--- config.mk ---
export PLATFORM = sky130hd
export DESIGN_NAME = rr_arb4_pkt_flat
export DESIGN_NICKNAME = d
export VERILOG_FILES = /design/src/rtl/rr_arb4_pkt_pkg.sv /design/src/rtl/rr_arb4_pkt_if.sv /design/src/rtl/rr_arb4_pkt_mux4.sv /design/src/rtl/rr_arb4_pkt.sv /design/src/flat_wrapper.sv
export SDC_FILE = /design/constraint.sdc
export NUM_CORES = 1
export LEC_CHECK = 0
export ABC_CLOCK_PERIOD_IN_PS = 4300
export CAP_MARGIN = 20
export CORE_ASPECT_RATIO = 1.25
export CORE_MARGIN = 2
export CORE_UTILIZATION = 34
export CTS_CLUSTER_SIZE = 12
export DETAILED_ROUTE_END_ITERATION = 16
export PLACE_DENSITY_LB_ADDON = 0.3
export SLEW_MARGIN = 20
export SYNTH_ARGS = -nofsm -noshare
export SYNTH_HDL_FRONTEND = slang
export SYNTH_HIERARCHICAL = 1
export SYNTH_SLANG_ARGS = --single-unit
--- constraint.sdc ---
create_clock -name clk -period 4.3 [get_ports clk]
set_input_delay 0.86 -clock clk [delete_from_list [all_inputs] [get_ports clk]]
set_output_delay 0.86 -clock clk [all_outputs]
set_load 0.03 [all_outputs]
--- src/rtl/rr_arb4_pkt_pkg.sv ---
// Shared definitions for the rr_arb4_pkt round-robin packet arbiter.
// Contents:
//   NREQ    - number of requesters (4)
//   SEL_W   - width of a requester index (2)
//   state_t - FSM encoding, IDLE = 1'b0, BUSY = 1'b1
package rr_arb4_pkt_pkg;

  localparam int NREQ  = 4;
  localparam int SEL_W = 2;

  typedef enum logic {
    ST_IDLE = 1'b0,
    ST_BUSY = 1'b1
  } state_t;

endpackage

--- src/rtl/rr_arb4_pkt_if.sv ---
// Bus bundle between four packet sources, the arbiter and one downstream sink.
// Signals:
//   in_valid[3:0], in_last[3:0]  per-requester beat valid / last-beat flag
//   in_data0..in_data3           per-requester beat data
//   in_ready[3:0]                per-requester ready, at most one bit high
//   out_valid, out_ready         downstream handshake
//   out_data, out_last           downstream beat, taken from the granted requester
//   sel                          current grant index
//   busy                         high while a packet grant is held
//   tmo_pulse                    one-cycle pulse on a forced (timeout) release
// Modports:
//   master - the environment (sources and sink) around the arbiter
//   slave  - the arbiter itself
interface rr_arb4_pkt_if #(
  parameter int width = 8
) ();
  import rr_arb4_pkt_pkg::*;

  logic [NREQ-1:0]  in_valid;
  logic [NREQ-1:0]  in_last;
  logic [width-1:0] in_data0;
  logic [width-1:0] in_data1;
  logic [width-1:0] in_data2;
  logic [width-1:0] in_data3;
  logic [NREQ-1:0]  in_ready;
  logic             out_valid;
  logic             out_ready;
  logic [width-1:0] out_data;
  logic             out_last;
  logic [SEL_W-1:0] sel;
  logic             busy;
  logic             tmo_pulse;

  modport master (
    output in_valid, in_last, in_data0, in_data1, in_data2, in_data3, out_ready,
    input  in_ready, out_valid, out_data, out_last, sel, busy, tmo_pulse
  );

  modport slave (
    input  in_valid, in_last, in_data0, in_data1, in_data2, in_data3, out_ready,
    output in_ready, out_valid, out_data, out_last, sel, busy, tmo_pulse
  );

endinterface

--- src/rtl/rr_arb4_pkt_mux4.sv ---
// Parameterised 4:1 multiplexer used as the shared datapath of the arbiter.
// Ports:
//   in0..in3  data inputs
//   s         select (2 bits)
//   out       selected input
module mux4 #(
  parameter int width = 8
) (
  input  logic [width-1:0] in0,
  input  logic [width-1:0] in1,
  input  logic [width-1:0] in2,
  input  logic [width-1:0] in3,
  input  logic [1:0]       s,
  output logic [width-1:0] out
);

  always_comb begin
    case (s)
      2'd0:    out = in0;
      2'd1:    out = in1;
      2'd2:    out = in2;
      default: out = in3;
    endcase
  end

endmodule

--- src/rtl/rr_arb4_pkt.sv ---
// 4-requester round-robin packet arbiter. A grant is held for a whole packet
// (first beat through the accepted beat carrying in_last); priority then
// rotates to the port after the winner. An optional timeout forces a release
// when the granted source stalls too long.
// Parameters:
//   width    data bits per beat
//   timeout  BUSY cycles without an accepted beat before forced release (0 = off)
// Ports:
//   clk  clock, all state updates on posedge
//   rst  synchronous active-high reset
//   bus  rr_arb4_pkt_if.slave: request/ready per source, downstream stream,
//        sel / busy / tmo_pulse status
module rr_arb4_pkt
  import rr_arb4_pkt_pkg::*;
#(
  parameter int width   = 8,
  parameter int timeout = 0
) (
  input  logic           clk,
  input  logic           rst,
  rr_arb4_pkt_if.slave   bus
);

  // Counter only needs to reach timeout-1; keep at least one bit so the
  // design elaborates when the timeout is disabled.
  localparam int CNT_W = (timeout > 1) ? $clog2(timeout) : 1;
  localparam logic [CNT_W-1:0] CNT_LAST = (timeout > 1) ? CNT_W'(timeout - 1) : '0;

  state_t           state;
  state_t           state_nxt;
  logic [SEL_W-1:0] sel_q;
  logic [SEL_W-1:0] ptr;
  logic [SEL_W-1:0] pick;
  logic [CNT_W-1:0] idle_cnt;
  logic             tmo_q;
  logic             accept;
  logic             end_pkt;
  logic             tmo_hit;
  logic [width-1:0] mux_out;

  // Rotate the request vector so bit 0 is the current priority holder,
  // take the lowest set bit, then add ptr back to get the absolute index.
  function automatic logic [SEL_W-1:0] rr_pick(input logic [NREQ-1:0]  req,
                                                input logic [SEL_W-1:0] base);
    logic [2*NREQ-1:0] dbl;
    logic [NREQ-1:0]   rot;
    logic [SEL_W-1:0]  idx;
    dbl = {req, req};
    rot = NREQ'(dbl >> base);
    idx = '0;
    for (int i = NREQ - 1; i >= 0; i--) begin
      if (rot[i]) idx = SEL_W'(i);
    end
    return idx + base;
  endfunction

  assign pick = rr_pick(bus.in_valid, ptr);

  // No beat is accepted while rst is high, so an abandoned packet never
  // hands a beat downstream in the reset cycle.
  assign accept  = (state == ST_BUSY) && !rst && bus.in_valid[sel_q] && bus.out_ready;
  assign end_pkt = accept && bus.in_last[sel_q];
  // An accepted beat always beats the timeout in the same cycle.
  assign tmo_hit = (timeout > 0) && (state == ST_BUSY) && !accept && (idle_cnt == CNT_LAST);

  // State register
  always_ff @(posedge clk) begin
    if (rst) state <= ST_IDLE;
    else     state <= state_nxt;
  end

  // Next-state logic: one arbitration cycle in IDLE, then hold until the
  // packet ends or the timeout fires.
  always_comb begin
    state_nxt = state;
    case (state)
      ST_IDLE: if (|bus.in_valid)        state_nxt = ST_BUSY;
      ST_BUSY: if (end_pkt || tmo_hit)   state_nxt = ST_IDLE;
      default:                           state_nxt = ST_IDLE;
    endcase
  end

  // Output logic: only the granted source sees ready, and only when the
  // sink is ready.
  always_comb begin
    bus.busy      = (state == ST_BUSY);
    bus.out_valid = 1'b0;
    bus.in_ready  = '0;
    if (state == ST_BUSY && !rst) begin
      bus.out_valid = bus.in_valid[sel_q];
      if (bus.out_ready) bus.in_ready[sel_q] = 1'b1;
    end
  end

  // Grant index, rotation pointer, stall counter and timeout pulse.
  always_ff @(posedge clk) begin
    if (rst) begin
      sel_q    <= '0;
      ptr      <= '0;
      idle_cnt <= '0;
      tmo_q    <= 1'b0;
    end else begin
      tmo_q <= tmo_hit;
      if (state == ST_IDLE && |bus.in_valid) sel_q <= pick;
      if (end_pkt || tmo_hit)                ptr   <= sel_q + 1'b1;
      if (timeout == 0 || state == ST_IDLE || accept) idle_cnt <= '0;
      else                                            idle_cnt <= idle_cnt + 1'b1;
    end
  end

  mux4 #(.width(width)) u_mux (
    .in0 (bus.in_data0),
    .in1 (bus.in_data1),
    .in2 (bus.in_data2),
    .in3 (bus.in_data3),
    .s   (sel_q),
    .out (mux_out)
  );

  assign bus.out_data  = mux_out;
  assign bus.out_last  = bus.in_last[sel_q];
  assign bus.sel       = sel_q;
  assign bus.tmo_pulse = tmo_q;

endmodule
--- src/flat_wrapper.sv ---
// flat-port wrapper written by rule: the top's interface ports become plain ports
module rr_arb4_pkt_flat import rr_arb4_pkt_pkg::*;
#(
  parameter int width   = 8,
  parameter int timeout = 0
)
  (clk, rst, bus_in_valid, bus_in_last, bus_in_data0, bus_in_data1, bus_in_data2, bus_in_data3, bus_out_ready, bus_in_ready, bus_out_valid, bus_out_data, bus_out_last, bus_sel, bus_busy, bus_tmo_pulse);
  rr_arb4_pkt_if #(.width(width)) bus_i ();
  input  logic clk;
  input  logic rst;
  input wire logic [$bits(bus_i.in_valid)-1:0] bus_in_valid;
  input wire logic [$bits(bus_i.in_last)-1:0] bus_in_last;
  input wire logic [$bits(bus_i.in_data0)-1:0] bus_in_data0;
  input wire logic [$bits(bus_i.in_data1)-1:0] bus_in_data1;
  input wire logic [$bits(bus_i.in_data2)-1:0] bus_in_data2;
  input wire logic [$bits(bus_i.in_data3)-1:0] bus_in_data3;
  input wire logic [$bits(bus_i.out_ready)-1:0] bus_out_ready;
  output wire logic [$bits(bus_i.in_ready)-1:0] bus_in_ready;
  output wire logic [$bits(bus_i.out_valid)-1:0] bus_out_valid;
  output wire logic [$bits(bus_i.out_data)-1:0] bus_out_data;
  output wire logic [$bits(bus_i.out_last)-1:0] bus_out_last;
  output wire logic [$bits(bus_i.sel)-1:0] bus_sel;
  output wire logic [$bits(bus_i.busy)-1:0] bus_busy;
  output wire logic [$bits(bus_i.tmo_pulse)-1:0] bus_tmo_pulse;
  assign bus_i.in_valid = bus_in_valid;
  assign bus_i.in_last = bus_in_last;
  assign bus_i.in_data0 = bus_in_data0;
  assign bus_i.in_data1 = bus_in_data1;
  assign bus_i.in_data2 = bus_in_data2;
  assign bus_i.in_data3 = bus_in_data3;
  assign bus_i.out_ready = bus_out_ready;
  assign bus_in_ready = bus_i.in_ready;
  assign bus_out_valid = bus_i.out_valid;
  assign bus_out_data = bus_i.out_data;
  assign bus_out_last = bus_i.out_last;
  assign bus_sel = bus_i.sel;
  assign bus_busy = bus_i.busy;
  assign bus_tmo_pulse = bus_i.tmo_pulse;
  rr_arb4_pkt #(.width(width), .timeout(timeout)) u_core (.clk(clk), .rst(rst), .bus(bus_i));
endmodule
==> impl_metrics.json <==
{
  "status": "finished clean",
  "gp_congestion": 0.728,
  "pin_count": 61,
  "syn2layout_area_growth_pct": 81.8,
  "clk-insertion-delay-late_ps": 240,
  "synth_cells": 73,
  "powerDensity_nw_per_um2": 216,
  "rsz0062_at_grt": "false",
  "critPathLaunchType": "input port",
  "final_nets": 179,
  "drt_iter0_markers": 17,
  "synth_area_per_cell_um2": 9.89,
  "setup_viol": 0,
  "numCtsBuffers": 3,
  "grt_overflow_total": 0,
  "synth_cell_type_count": 30,
  "skew_ps": 1.14,
  "route.detailed.drc": 0,
  "num_rows": 18,
  "tightest_slew_ps": 834,
  "max_slew_margin_pct": 44.3,
  "final_cell_area_um2": 1310,
  "die-area_um2": 2510,
  "cts-root-buf": "clkbuf_4",
  "clock_sinks": 5,
  "crit_required_ps": 3440,
  "postPlaceCellArea_um2": 1290,
  "fillers": 172,
  "ir_drop_uv": 116,
  "netlist_area_um2": 722,
  "clockBufferDepth": 2,
  "slew_violations": 0,
  "num_vias": 815,
  "dp_hpwl_um": 1870,
  "grt_start_max_net_pins": 17,
  "wirelength_um": 2260,
  "n_antenna_cell": 0,
  "tns_ps": 0,
  "critical_path_arrival_ps": 2690,
  "p_leak_nw": 0.506,
  "min_period_ps": 3550,
  "start_util_pct": 36.4,
  "synth_fp_nets": 121,
  "hold_viol": 0,
  "cts_hold_buf": 0,
  "drt-wirelength-per-cell_um": 15.1,
  "coreArea_um2": 1980,
  "first_pass_iters": 4,
  "dieHeight_um": 55.5,
  "antenna_found_initial": 0,
  "fmax_ghz": 0.282,
  "seq_area_frac_synth_pct": 13.9,
  "drive_gt1_share_pct": 11.5,
  "postCtsResizedCells": 0,
  "period_share_pct": 82.5,
  "clk_pin_slew_ps": 40,
  "max_cap_violations": 0,
  "synthesis.yosys.warnings": 6,
  "grt_pass1_wl_um": 3640,
  "endpoint_kind": "primary output",
  "post-cts-setup-buffers": 0,
  "path_class": "input port to primary output",
  "antenna_left": 0,
  "port_buffers": 59,
  "hp-class": "flip-flop to flip-flop",
  "ys_seq_elements": 5,
  "grtUsageTotal_pct": 19.4,
  "cts_tree": "yes",
  "cp_max_fo": 9,
  "die_w_um": 45.2,
  "vias_per_cell": 5.43,
  "h-tree-depth": 1,
  "grt_pass1_vias": 772
}
kinds of logic after synthesis:
| logic type | share of synthesized area [%] |
|---|---|
| xor gates and xnor gates | 2.43 |
| other | 0.519 |
| and+or+nand+nor | 20.6 |
| buffers and inverters | 9.18 |
| DFF | 13.9 |
| adders and majority gates | 8.67 |
| muxes | 34.0 |
| AOI/OAI and AO/OA | 10.7 |
flip-flops by register name, indices dropped and copies added (netlist names):
register,count
u_core/bus.sel,2
u_core/bus.busy,1
u_core/ptr,2
Yosys cell counts, drive strengths merged:
| cell | number | area share (%) |
|---|---|---|
| dfxtp | 5 | 14 |
| nor2 | 11 | 5.7 |
| clkbuf | 1 | 0.69 |
| a21oi | 3 | 2.1 |
| nor4 | 1 | 0.87 |
| mux2i | 2 | 2.8 |
| o311a | 1 | 1.4 |
| o21ai | 2 | 1.4 |
| a211oi | 1 | 1.0 |
| nand3b | 1 | 1.0 |
| xnor2 | 2 | 2.4 |
| a311oi | 1 | 1.2 |
| and2 | 5 | 4.7 |
| nor3 | 2 | 1.4 |
| buf | 5 | 6.4 |
| o32ai | 2 | 2.4 |
| and3b | 2 | 2.4 |
| mux4 | 10 | 31 |
| nand3 | 1 | 0.69 |
| a32oi | 1 | 1.2 |
| conb | 1 | 0.52 |
| nand2 | 2 | 2.1 |
| nand2b | 2 | 1.7 |
| inv | 4 | 2.1 |
| ha | 5 | 8.7 |
area by class of cell:
class / count / area [um2] / area share [%]
Inverter: 4 / 15.0 / 1.14
Timing Repair Buffer: 59 / 591 / 45.0
Tap cell: 20 / 25.0 / 1.91
Clock buffer: 4 / 26.3 / 2.00
Multi-Input combinational cell: 58 / 556 / 42.3
Sequential cell: 5 / 100 / 7.63
where the power goes:
group	switching [mW]	internal, mW
Combinational	0.0691	0.0960
Clock	0.0181	0.0350
Sequential	0.0151	0.0501
stage by stage:
step / hold WS (ps) / setup slack, ps / util, % / power (mW) / std cells
after floorplan: 552 / 1750 / - / 0.157 / 73
after global placement: 548 / 782 / 64.9 / 0.230 / 146
after detailed placement: 566 / 744 / 64.9 / 0.234 / 146
after CTS: 573 / 748 / 66.2 / 0.289 / 150
after global routing: 632 / 671 / 66.2 / 0.304 / 150
final: 566 / 754 / 66.2 / 0.284 / 150
layout by cell type (no fill, tap or decap):
cell / n
clkdlybuf4s50_1: 59
nor2_1: 11
mux4_2: 10
ha_1: 5
dfxtp_1: 5
inv_1: 4
and2_1: 4
clkbuf_4: 3
a21oi_1: 3
nor3_1: 2
and3b_1: 2
mux2i_1: 2
nand2b_1: 2
o32ai_1: 2
xnor2_1: 2
clkbuf_1: 1
nand3_1: 1
o311a_1: 1
a311oi_1: 1
nor4_1: 1
o21ai_0: 1
and2_4: 1
nand2_1: 1
a32oi_1: 1
a211oi_1: 1
nand2_4: 1
nand3b_1: 1
o21ai_1: 1
conb_1: 1
layer usage:
layer	wire length (um)	share of wire [%]	GRT usage, %	up-vias
met5	0	0	0	-
met4	14	0.62	6.30	0
met3	267	12	6.54	2
met2	1140	50	31.6	46
met1	844	37	23.1	380
li1	-	-	-	387
path summary, 6_finish.rpt:
kind | startpoint | endpoint | slack (ps) | depth (start not counted)
max reg2reg | u_core/bus.sel[0] | u_core/ptr[1] | 2240 | 5
min | u_core/bus.busy | u_core/bus.busy | 570 | 2
min reg2reg | u_core/bus.busy | u_core/bus.busy | 570 | 2
max | bus_in_valid[0] | bus_out_valid | 750 | 4
critical path, stage by stage:
cell and delay [ps]:
clkdlybuf4s50_1 540, mux4_2 520, and3b_1 180, clkdlybuf4s50_1 590
(Power assumes the default switching activity.)
